$ cat config.mk
export PLATFORM = sky130hd
export DESIGN_NAME = reg_scoreboard
export DESIGN_NICKNAME = d
export VERILOG_FILES = /design/src/rtl/reg_scoreboard.sv
export SDC_FILE = /design/constraint.sdc
export NUM_CORES = 1
export LEC_CHECK = 0
export CAP_MARGIN = 20
export CORE_AREA = 5 5 67 99
export CTS_CLUSTER_SIZE = 10
export DETAILED_ROUTE_END_ITERATION = 10
export DIE_AREA = 0 0 72 104
export HOLD_SLACK_MARGIN = 0.1
export PLACE_DENSITY = 0.88
export SLEW_MARGIN = 20
export SYNTH_ARGS = -nofsm -noshare
export SYNTH_HDL_FRONTEND = slang
export SYNTH_SLANG_ARGS = --single-unit
$ cat constraint.sdc
create_clock -name clk -period 6.66 [get_ports clk]
set_input_delay 1.332 -clock clk [delete_from_list [all_inputs] [get_ports clk]]
set_output_delay 1.332 -clock clk [all_outputs]
set_load 0.02 [all_outputs]
$ cat src/rtl/reg_scoreboard.sv
// Register scoreboard for a 16-entry register file.
// It keeps one pending-write bit per register, holds back an instruction
// whose sources or destination have a write still outstanding, and counts
// the cycles it spends stalled.
//
// Handshake: the decode stage offers an instruction with issue_valid.
// issue_ready is computed from the current inputs and never looks at
// issue_valid. The instruction issues on a rising edge where both are high.
// The instruction must stay presented until that edge. Writebacks
// (wb_valid) have no back-pressure and are always accepted.
module reg_scoreboard #(
    parameter int CNT_W = 8,
    parameter int NREG  = 16
) (
    input  logic             clk,
    input  logic             rst_n,
    input  logic             issue_valid,
    input  logic [3:0]       RS1,
    input  logic [3:0]       RS2,
    input  logic [3:0]       RS3,
    input  logic             rd_en,
    input  logic [3:0]       RD,
    output logic             issue_ready,
    input  logic             wb_valid,
    input  logic [3:0]       wb_rd,
    input  logic             flush,
    output logic [NREG-1:0]  busy,
    output logic [4:0]       inflight,
    output logic             hazard,
    output logic [CNT_W-1:0] stall_cnt,
    output logic             err_wb
);

    localparam logic [CNT_W-1:0] CNT_MAX = '1;

    logic [NREG-1:0] wb_mask;
    logic [NREG-1:0] eb;
    logic [NREG-1:0] busy_nxt;
    logic            fire;
    logic            wb_err;

    // A retiring write is treated as already done when checking the
    // instruction in the same cycle (writeback bypass).
    always_comb begin
        wb_mask = '0;
        if (wb_valid) begin
            wb_mask[wb_rd] = 1'b1;
        end
        eb = busy & ~wb_mask;
    end

    // Stall when any source is pending, or when the destination still has a
    // pending write (WAW). A flush blocks issue outright.
    always_comb begin
        issue_ready = 1'b0;
        if (!flush) begin
            issue_ready = !(eb[RS1] || eb[RS2] || eb[RS3] || (rd_en && eb[RD]));
        end
        hazard = issue_valid && !issue_ready;
        fire   = issue_valid && issue_ready;
    end

    // Next pending set: flush wins over everything. The writeback clear is
    // applied first, so a same-cycle issue to the same register keeps it busy.
    always_comb begin
        busy_nxt = '0;
        if (!flush) begin
            busy_nxt = busy & ~wb_mask;
            if (fire && rd_en) begin
                busy_nxt[RD] = 1'b1;
            end
        end
        wb_err = wb_valid && !flush && !busy[wb_rd];
    end

    // Pending bits and their population count move together.
    always_ff @(posedge clk or negedge rst_n) begin
        if (!rst_n) begin
            busy     <= '0;
            inflight <= '0;
        end else begin
            busy     <= busy_nxt;
            inflight <= 5'($countones(busy_nxt));
        end
    end

    // Saturating count of stalled cycles. A flush does not reset it.
    always_ff @(posedge clk or negedge rst_n) begin
        if (!rst_n) begin
            stall_cnt <= '0;
        end else if (hazard && (stall_cnt != CNT_MAX)) begin
            stall_cnt <= stall_cnt + 1'b1;
        end
    end

    // Sticky flag: a writeback arrived for a register with no pending write.
    always_ff @(posedge clk or negedge rst_n) begin
        if (!rst_n) begin
            err_wb <= 1'b0;
        end else if (wb_err) begin
            err_wb <= 1'b1;
        end
    end

endmodule

-- Word-level counts from Yosys, hierarchy flattened
Index checks and enable logic that the tools add are counted.
- add/subtract/negate cells: 16
- equal/unequal tests: 1
- shift-type cells: 0
- bitwise logic cells: 3
- mux-type cells: 18
- $lt $le $gt $ge: 7
- reduce and logical (&&, ||, !) cells: 16
- multiply operators: 0
- div/mod/pow operators: 0
- operators by type and width (operator ; number):
    $mux W16 ; 3
    $lt A4 B5 Y1 const B ; 5
    $bmux W1 S4 ; 5
    $add A1 B1 Y2 ; 8
    $and A16 B16 Y16 ; 1
    $not A16 Y16 ; 1
    $or A16 B16 Y16 ; 1
    $add A2 B2 Y3 ; 4
    $logic_and A1 B1 Y1 ; 9
    $add A3 B3 Y4 ; 2
    $add A8 B1 Y8 const B ; 1
    $demux W1 S4 ; 2
    $ge A4 B1 Y1 const B ; 2
    $mux W1 ; 8
    $ne A8 B8 Y1 const B ; 1
    $add A4 B4 Y5 ; 1
    $logic_not A1 Y1 ; 4
    $logic_or A1 B1 Y1 ; 3
- memories kept: 0
- ROM bits: 0
- output and inout bits: 32
- bits in writable memories: 0
- register bits after elaboration: 30
- logic and storage cells: 65
- latch bits: 0

-- Longest topological paths before layout
Gate-level depths: netlist of run 1.
- word-level depth: 22
- depth in mapped cells: 22

-- Least setup slack after synthesis of run 1
OpenSTA, ideal clock, no wires.
- kind: in2reg
- start: in RS1[1]
- end: reg inflight[4]
- data required time: 6.596 ns
- cell stages on the path: 20
- path slack: 0.170 ns
- path buffers: 1
- data arrival time: 6.426 ns
- library setup time: 0.064 ns
- cells stage by stage: buf_6 or4_4 a2111oi_4 o32a_2 nor4_1 a31oi_1 or4b_4 nand3b_4 o32ai_1 fa_1 inv_1 fa_1 fa_1 fa_1 inv_1 ha_1 inv_1 fa_1 nor2b_1 o21a_1
- cells in the longest elaborated chain, start to end: 15
- elaborated cells between the ends (all ways): 26
- RTL lines (item ; line ; text):
    start: declaration ; 18 ; input logic [3:0] RS1,
    $bmux W1 S4 ; 57 ; issue_ready = !(eb[RS1] || eb[RS2] || eb[RS3] || (rd_en && eb[RD]));
    $mux W1 (implied by the code) ; 57 ;
    $logic_or A1 B1 Y1 (3 in series) ; 57 ;
    $logic_not A1 Y1 ; 57 ;
    $mux W1 ; 56 ; if (!flush) begin
    $logic_and A1 B1 Y1 ; 60 ; fire = issue_valid && issue_ready;
    $logic_and A1 B1 Y1 ; 69 ; if (fire && rd_en) begin
    $mux W16 ; 69 ;
    $mux W16 ; 67 ; if (!flush) begin
    named net busy_nxt[0] ; 38 ; logic [NREG-1:0] busy_nxt;
    $add A1 B1 Y2 (implied by the code) ; 83 ; inflight <= 5'($countones(busy_nxt));
    $add A2 B2 Y3 (implied by the code) ; 83 ;
    $add A3 B3 Y4 (implied by the code) ; 83 ;
    $add A4 B4 Y5 (implied by the code) ; 83 ;
    end signal: assignment ; 83 ;
    end: declaration ; 28 ; output logic [4:0] inflight,
The timed path passes the listed nets, and every way through them passes these cells. The select of a mux whose other input is x is not followed.
A chain may end at the register's enable or synchronous reset.

-- Final worst setup path of run 1
- start: in RS1[2]
- end: reg inflight[1]
The elaborated chain is that of the path after synthesis.

==> results.toml, run 1 <==
[yosys]
synth_area_leaders = "dfrtp_1 (27%), fa_1 (7.3%), mux4_2 (4.9%)"
avgSynthCellArea_um2 = 9.67
yosys.area.top_type_share_pct = 27.2
synth-edff-count = 0
ys_seq_area_share_pct = 27.2
yosysMostFrequentCell = "dfrtp_1"
ys.flop_type = "dfrtp_1"
yosys_register_bits = 30
syn_nets = 327
yosys-top-cells-count = "dfrtp_1 (30), inv_1 (26), nand2_1 (17), nor2_1 (17), o22ai_1 (14)"
yosys_warnings = 0
yosys.area.top_type = "dfrtp_1"
ys_types = 66
synth_area_mm2 = 0.00276
async_flop_share_pct = 100
syn-instance-count = 285

[worst_setup_path]
criticalPathCategory = "in -> reg"
cp.required_ns = 6.84
crit_arrival_ns = 6.74
reg2regPathDepth = 21
crit_path_max_fanout = 4
cp-end-kind = "flop"
start_kind = "input port"

[hold_path]
whs_path_depth = 2
min_path_type = "reg -> reg"

[routing]
drt-pass1-iter-count = 5
vias = 3154
vias_per_cell = 6.31
drt_first_iter_violations = 268
finalWirelength_um = 10800
drc = 0
wire_per_inst_um = 21.5
ant_nets = 0

[finish]
n_antenna_cell = 0
drive_above_1_share_pct = 34.8
utilization_pct = 74.2
fin_area_mm2 = 0.00423
area_growth_pct = 53.4
finalNetCount = 469

[timing]
finalSetupViolations = 0
fin_crit_ns = 6.55
worst_slew_pin_slew_ns = 0.400
fin_crit_sh_pct = 98.4
relSlewSlack_pct = 73.3
rsz0062_at_grt = "true"
hold_viol_final = 0
slew_viol_final = 0
clock.fmax_mhz = 153
finalClockSkew_ns = 0.00980

[clock_network]
cts_hold_buf = 0
path_clk_slew_ns = 0.08
cts_buffers = 5
clockBufferDepth = 2
cts_tree = "built"
root_buffer = "clkbuf_8"
clock_sinks = 30
cts_htree_levels = 2
clk_latency_ns = 0.29

[pwr]
power_mw = 0.636
pwr_density_cell_mw_per_mm2 = 150
ir_drop_mv = 0.244
power_leakage_nw = 1.81

[global_routing]
antenna_found_initial = 0
grt_pass1_wl_um = 17100
grt_overflow = 0
grt_max_degree = 31
track_usage_pct = 29.4
grt_pass1_vias = 3387

[die]
fp.dieW_um = 72
die_y_um = 104
initial_core_util_pct = 48.4
io_pins = 58
num_rows = 34
coreArea_mm2 = 0.00570
die-area_mm2 = 0.00749

[run_status]
status = "completed"

[placed_design]
gp_congestion = 1.10
placed_area_mm2 = 0.00397
io_buffers = 57
hpwl_um = 8270

[job]
maxCapViolCount = 0
[critical path, cell delays in order]
cell,delay [ns]
dlygate4sd2_1,0.25
or4_4,0.54
a2111oi_4,0.30
o32a_2,0.22
nor4_2,0.05
a31oi_2,0.19
or4b_4,0.53
or3_4,0.39
buf_6,0.14
o22ai_4,0.10
fa_1,0.45
inv_1,0.08
fa_1,0.42
fa_1,0.51
fa_1,0.41
inv_1,0.06
ha_2,0.18
inv_2,0.04
fa_2,0.52
inv_2,0.03
[power breakdown]
| group | switching, mW | internal, mW | leakage, nW |
|---|---|---|---|
| clock network | 0.0741 | 0.110 | 0.0579 |
| logic | 0.112 | 0.112 | 1.35 |
| registers | 0.0261 | 0.202 | 0.402 |
[cells by family after synthesis]
logic type / Yosys count / synth area share (%)
AOI/OAI and AO/OA: 91 / 26.1
and+or+nand+nor: 83 / 17.9
buffers and inverters: 44 / 7.49
DFF: 30 / 27.2
adders and majority gates: 16 / 9.99
muxes: 13 / 8.67
xor gates and xnor gates: 8 / 2.54
[path summary, 6_finish.rpt]
kind                          endpoint    start  slack [ns]
min                             err_wb   err_wb        0.51
max in group asynchronous  inflight[2]    rst_n        4.93
max                        inflight[1]   RS1[2]        0.11
min reg2reg                     err_wb   err_wb        0.51
min in group asynchronous       err_wb    rst_n        1.43
max reg2reg                inflight[1]  busy[7]        1.22
[layout by cell type (no fill, tap or decap), types with 4 or more instances in the layout]
| cell type | Yosys | final |
|---|---|---|
| buf_4 | 2 | 90 |
| clkdlybuf4s50_1 | 0 | 50 |
| dfrtp_1 | 30 | 30 |
| inv_1 | 26 | 23 |
| nor2_1 | 17 | 17 |
| nand2_1 | 17 | 16 |
| o211ai_1 | 13 | 13 |
| o22ai_1 | 14 | 12 |
| o22a_1 | 9 | 9 |
| fa_1 | 10 | 9 |
| xnor2_1 | 8 | 8 |
| o21ai_0 | 10 | 7 |
| o21ai_1 | 5 | 6 |
| o2111ai_1 | 6 | 6 |
| mux4_2 | 6 | 6 |
| nand4_1 | 6 | 6 |
| buf_6 | 4 | 6 |
| nand3b_1 | 5 | 5 |
| nand2b_1 | 5 | 5 |
| nand3_1 | 5 | 5 |
| and3_1 | 5 | 5 |
| ha_1 | 6 | 5 |
| clkbuf_8 | 0 | 5 |
| o21ai_2 | 3 | 4 |
| mux2i_1 | 4 | 4 |
[through the flow]
step                      hold WS [ns]  worst slack [ns]  TNS [ns]  cells
after floorplan                  0.577             0.170         0    285
final                            0.505             0.106         0    500
after CTS                        0.504           0.00821         0    496
after global routing             0.552           -0.0499    -0.112    500
after global placement           0.452            -0.660     -2.67    484
after detailed placement         0.486            -0.679     -2.68    484
[flip-flops by register name, indices dropped and copies added, names as in the netlist]
register   count
busy          16
err_wb         1
inflight       5
stall_cnt      8
[routing by layer]
layer	share of wire, %	track usage (%)
met1	34	30.3
met5	0	0
met2	53	52.0
met4	7.6	21.8
met3	5.5	4.06
[final cells by class]
cell class,instances,area (µm²)
clock buffers,5,68.8
clock inverters,3,40.0
fillers,412,1470
inverters,26,97.6
multi-input cells,211,1890
flip-flops and latches,30,751
well taps,72,90.1
repair buffers,153,1300
[timing repair]
item                       CTS  global route
pin swaps                   14             8
setup endpoints to repair    4             4
gates resized for setup     28            23
cloned                       0             0
setup buffers                4             4
No activity file was read; power rests on OpenSTA's default activity.
==> run 2, diff against run 1 <==
CTS_CLUSTER_DIAMETER = 200   (was unset)
DONT_BUFFER_PORTS = 1   (was unset)
PLACE_DENSITY = 0.75   (was 0.88)
==> run 2 against run 1 <==
Compared with the run above: maximum frequency up 1.5%; cell count fell by 25%; critical path depth fell by 1; via count is 19% lower; global-route usage fell by 5.8 points; non-clock buffer count decreased by 123; critical path type unchanged; critical endpoint is now inflight[4]; largest cell class unchanged.
==> results.toml, run 2 (synthesized netlist as in run 1, its figures left out) <==
[run_status]
status = "completed"

[die]
io_pins = 58
coreArea_mm2 = 0.00570
fp.dieW_um = 72
num_rows = 34
die_y_um = 104
die-area_mm2 = 0.00749
initial_core_util_pct = 48.4

[routing]
drt_first_iter_violations = 201
vias_per_cell = 6.74
finalWirelength_um = 8480
wire_per_inst_um = 22.5
drc = 0
drt-pass1-iter-count = 4
vias = 2542
ant_nets = 0

[worst_setup_path]
start_kind = "input port"
cpMaxStageDelayCell = "or4_4"
cp-end-kind = "flop"
crit_path_max_fanout = 9
critPathBufInv = 3
cp.required_ns = 6.88
critPathMostFrequentCell = "fa_1"
criticalPathCategory = "in -> reg"
crit_family = "adder cells"
crit_arrival_ns = 6.67
critical_path.max_stage_delay_ns = 0.53
crit_chain = "or4_4 > a2111oi_4 > o32a_2 > nor4_1 > a31oi_1 > or4b_4 > or3_4 > o22ai_1 > fa_1 > inv_1 > fa_1 > fa_1 > fa_1 > inv_1 > ha_1 > inv_1 > fa_1 > nor2b_1 > o21a_1"
reg2reg_slack_ns = 1.09

[global_routing]
track_usage_pct = 23.6
grt_pass1_vias = 2703
grt_overflow = 0
antenna_found_initial = 0
grt_max_degree = 31
grt_pass1_wl_um = 13700

[clock_network]
clockBufferDepth = 2
cts_buffers = 5
clk_latency_ns = 0.28
ctsResizeCount = 0
root_buffer = "clkbuf_8"
postCtsSetupRepairBufs = 0
cts_htree_levels = 2
cts_tree = "built"
cts_hold_buf = 0
path_clk_slew_ns = 0.06
clock_sinks = 30

[timing]
worst_slew_pin_slew_ns = 0.535
clock.fmax_mhz = 155
relSlewSlack_pct = 64.2
fin_crit_ns = 6.46
slew_viol_final = 0
fin_crit_sh_pct = 97.0
hold_viol_final = 0
worst_slack_ns = 0.202
finalClockSkew_ns = 0.00696
finalSetupViolations = 0

[hold_path]
min_path_type = "reg -> reg"

[pwr]
power_frac_clock_pct = 30.8
switchingPower_mw = 0.159
switching_share_pct = 32.5
ir_drop_mv = 0.171
power.internal_mw = 0.330
pwr-share-seq_pct = 51.3
pwr_density_cell_mw_per_mm2 = 159
power_leakage_nw = 1.26
combPwrFrac_pct = 17.8

[job]
maxCapViolCount = 0

[placed_design]
gp_congestion = 0.951
pre_cts_slack_ns = -0.109
hpwl_um = 6790
io_buffers = 0

[finish]
n_antenna_cell = 0
utilization_pct = 54.1
finalNetCount = 346
layout_common_cells = "dfrtp_1 (30), buf_4 (30), inv_1 (26)"
area_growth_pct = 11.8
largest_register = "busy"
largest_reg_flops = 16
largestRegisters = "busy: 16 flops, stall_cnt: 8 flops, inflight: 5 flops"
drive_above_1_share_pct = 21.6
## run 2: changes by cell type in the layout (fill, tap and decap cells not counted), moves of 2 or more
cell             delta
buf_6               -6
dlygate4sd2_1       -2
inv_2               -3
o22ai_4             -2
clkdlybuf4s50_1    -50
inv_1               +3
buf_4              -60
clkbuf_2            -3
o21ai_0             +3
o22ai_2             +3
## run 2: through the flow
stage	power [mW]	area [µm²]	setup TNS, ns	hold slack, ns	instances
floorplan	0.331	2760	0	0.577	285
global placement	0.338	2960	-0.293	0.602	369
detailed placement	0.340	2960	-0.289	0.614	369
CTS	0.493	3060	0	0.627	377
global route	0.517	3080	-0.00334	0.639	377
finish	0.489	3080	0	0.619	377
## run 2: final timing paths
kind | startpoint | endpoint | cells after the start
worst max-delay path | RS1[1] | inflight[4] | 19
worst min-delay path | err_wb | err_wb | 2
worst max register to register | busy[5] | inflight[4] | 18
worst min register to register | err_wb | err_wb | 2
max in group asynchronous | rst_n | busy[5] | 0
min in group asynchronous | rst_n | stall_cnt[3] | 0
## run 2: layout make-up
cell class,instances,area (µm²)
clock buffer,6,82.6
clock inverter,2,12.5
fill,520,2620
inverter,26,97.6
multi-input combinational,211,1820
sequential,30,751
tap,72,90.1
timing repair buffer,30,225
## run 2: power by group through the flow
stage	combinational [mW]	clock, mW	sequential [mW]
6_report	0.0871	0.151	0.251
5_1_grt	0.0984	0.163	0.256
4_1_cts	0.0860	0.156	0.251
3_5_place_dp	0.0858	0	0.254
3_3_place_gp	0.0834	0	0.254
2_1_floorplan	0.0836	0	0.247
## run 2: metal layers
| layer | vias up | share of wire (%) | global-route usage, % |
|---|---|---|---|
| met5 | - | 0 | 0 |
| met4 | 0 | 7.1 | 15.2 |
| met3 | 45 | 7.5 | 5.71 |
| met2 | 130 | 52 | 41.4 |
| met1 | 1230 | 33 | 24.0 |
| li1 | 1137 | - | - |
## run 2: worst register-to-register path, cell delays in order, from the launching register on
cell and delay, ns:
dfrtp_1 0.52, o31a_1 0.21, and2_1 0.17, o41ai_1 0.41, o311ai_1 0.18, or4b_4 0.53, or3_4 0.39, o22ai_1 0.23
fa_1 0.47, inv_1 0.09, fa_1 0.44, fa_1 0.53, fa_1 0.42, inv_1 0.07, ha_1 0.15, inv_1 0.06
fa_1 0.40, nor2b_1 0.13, o21a_1 0.11
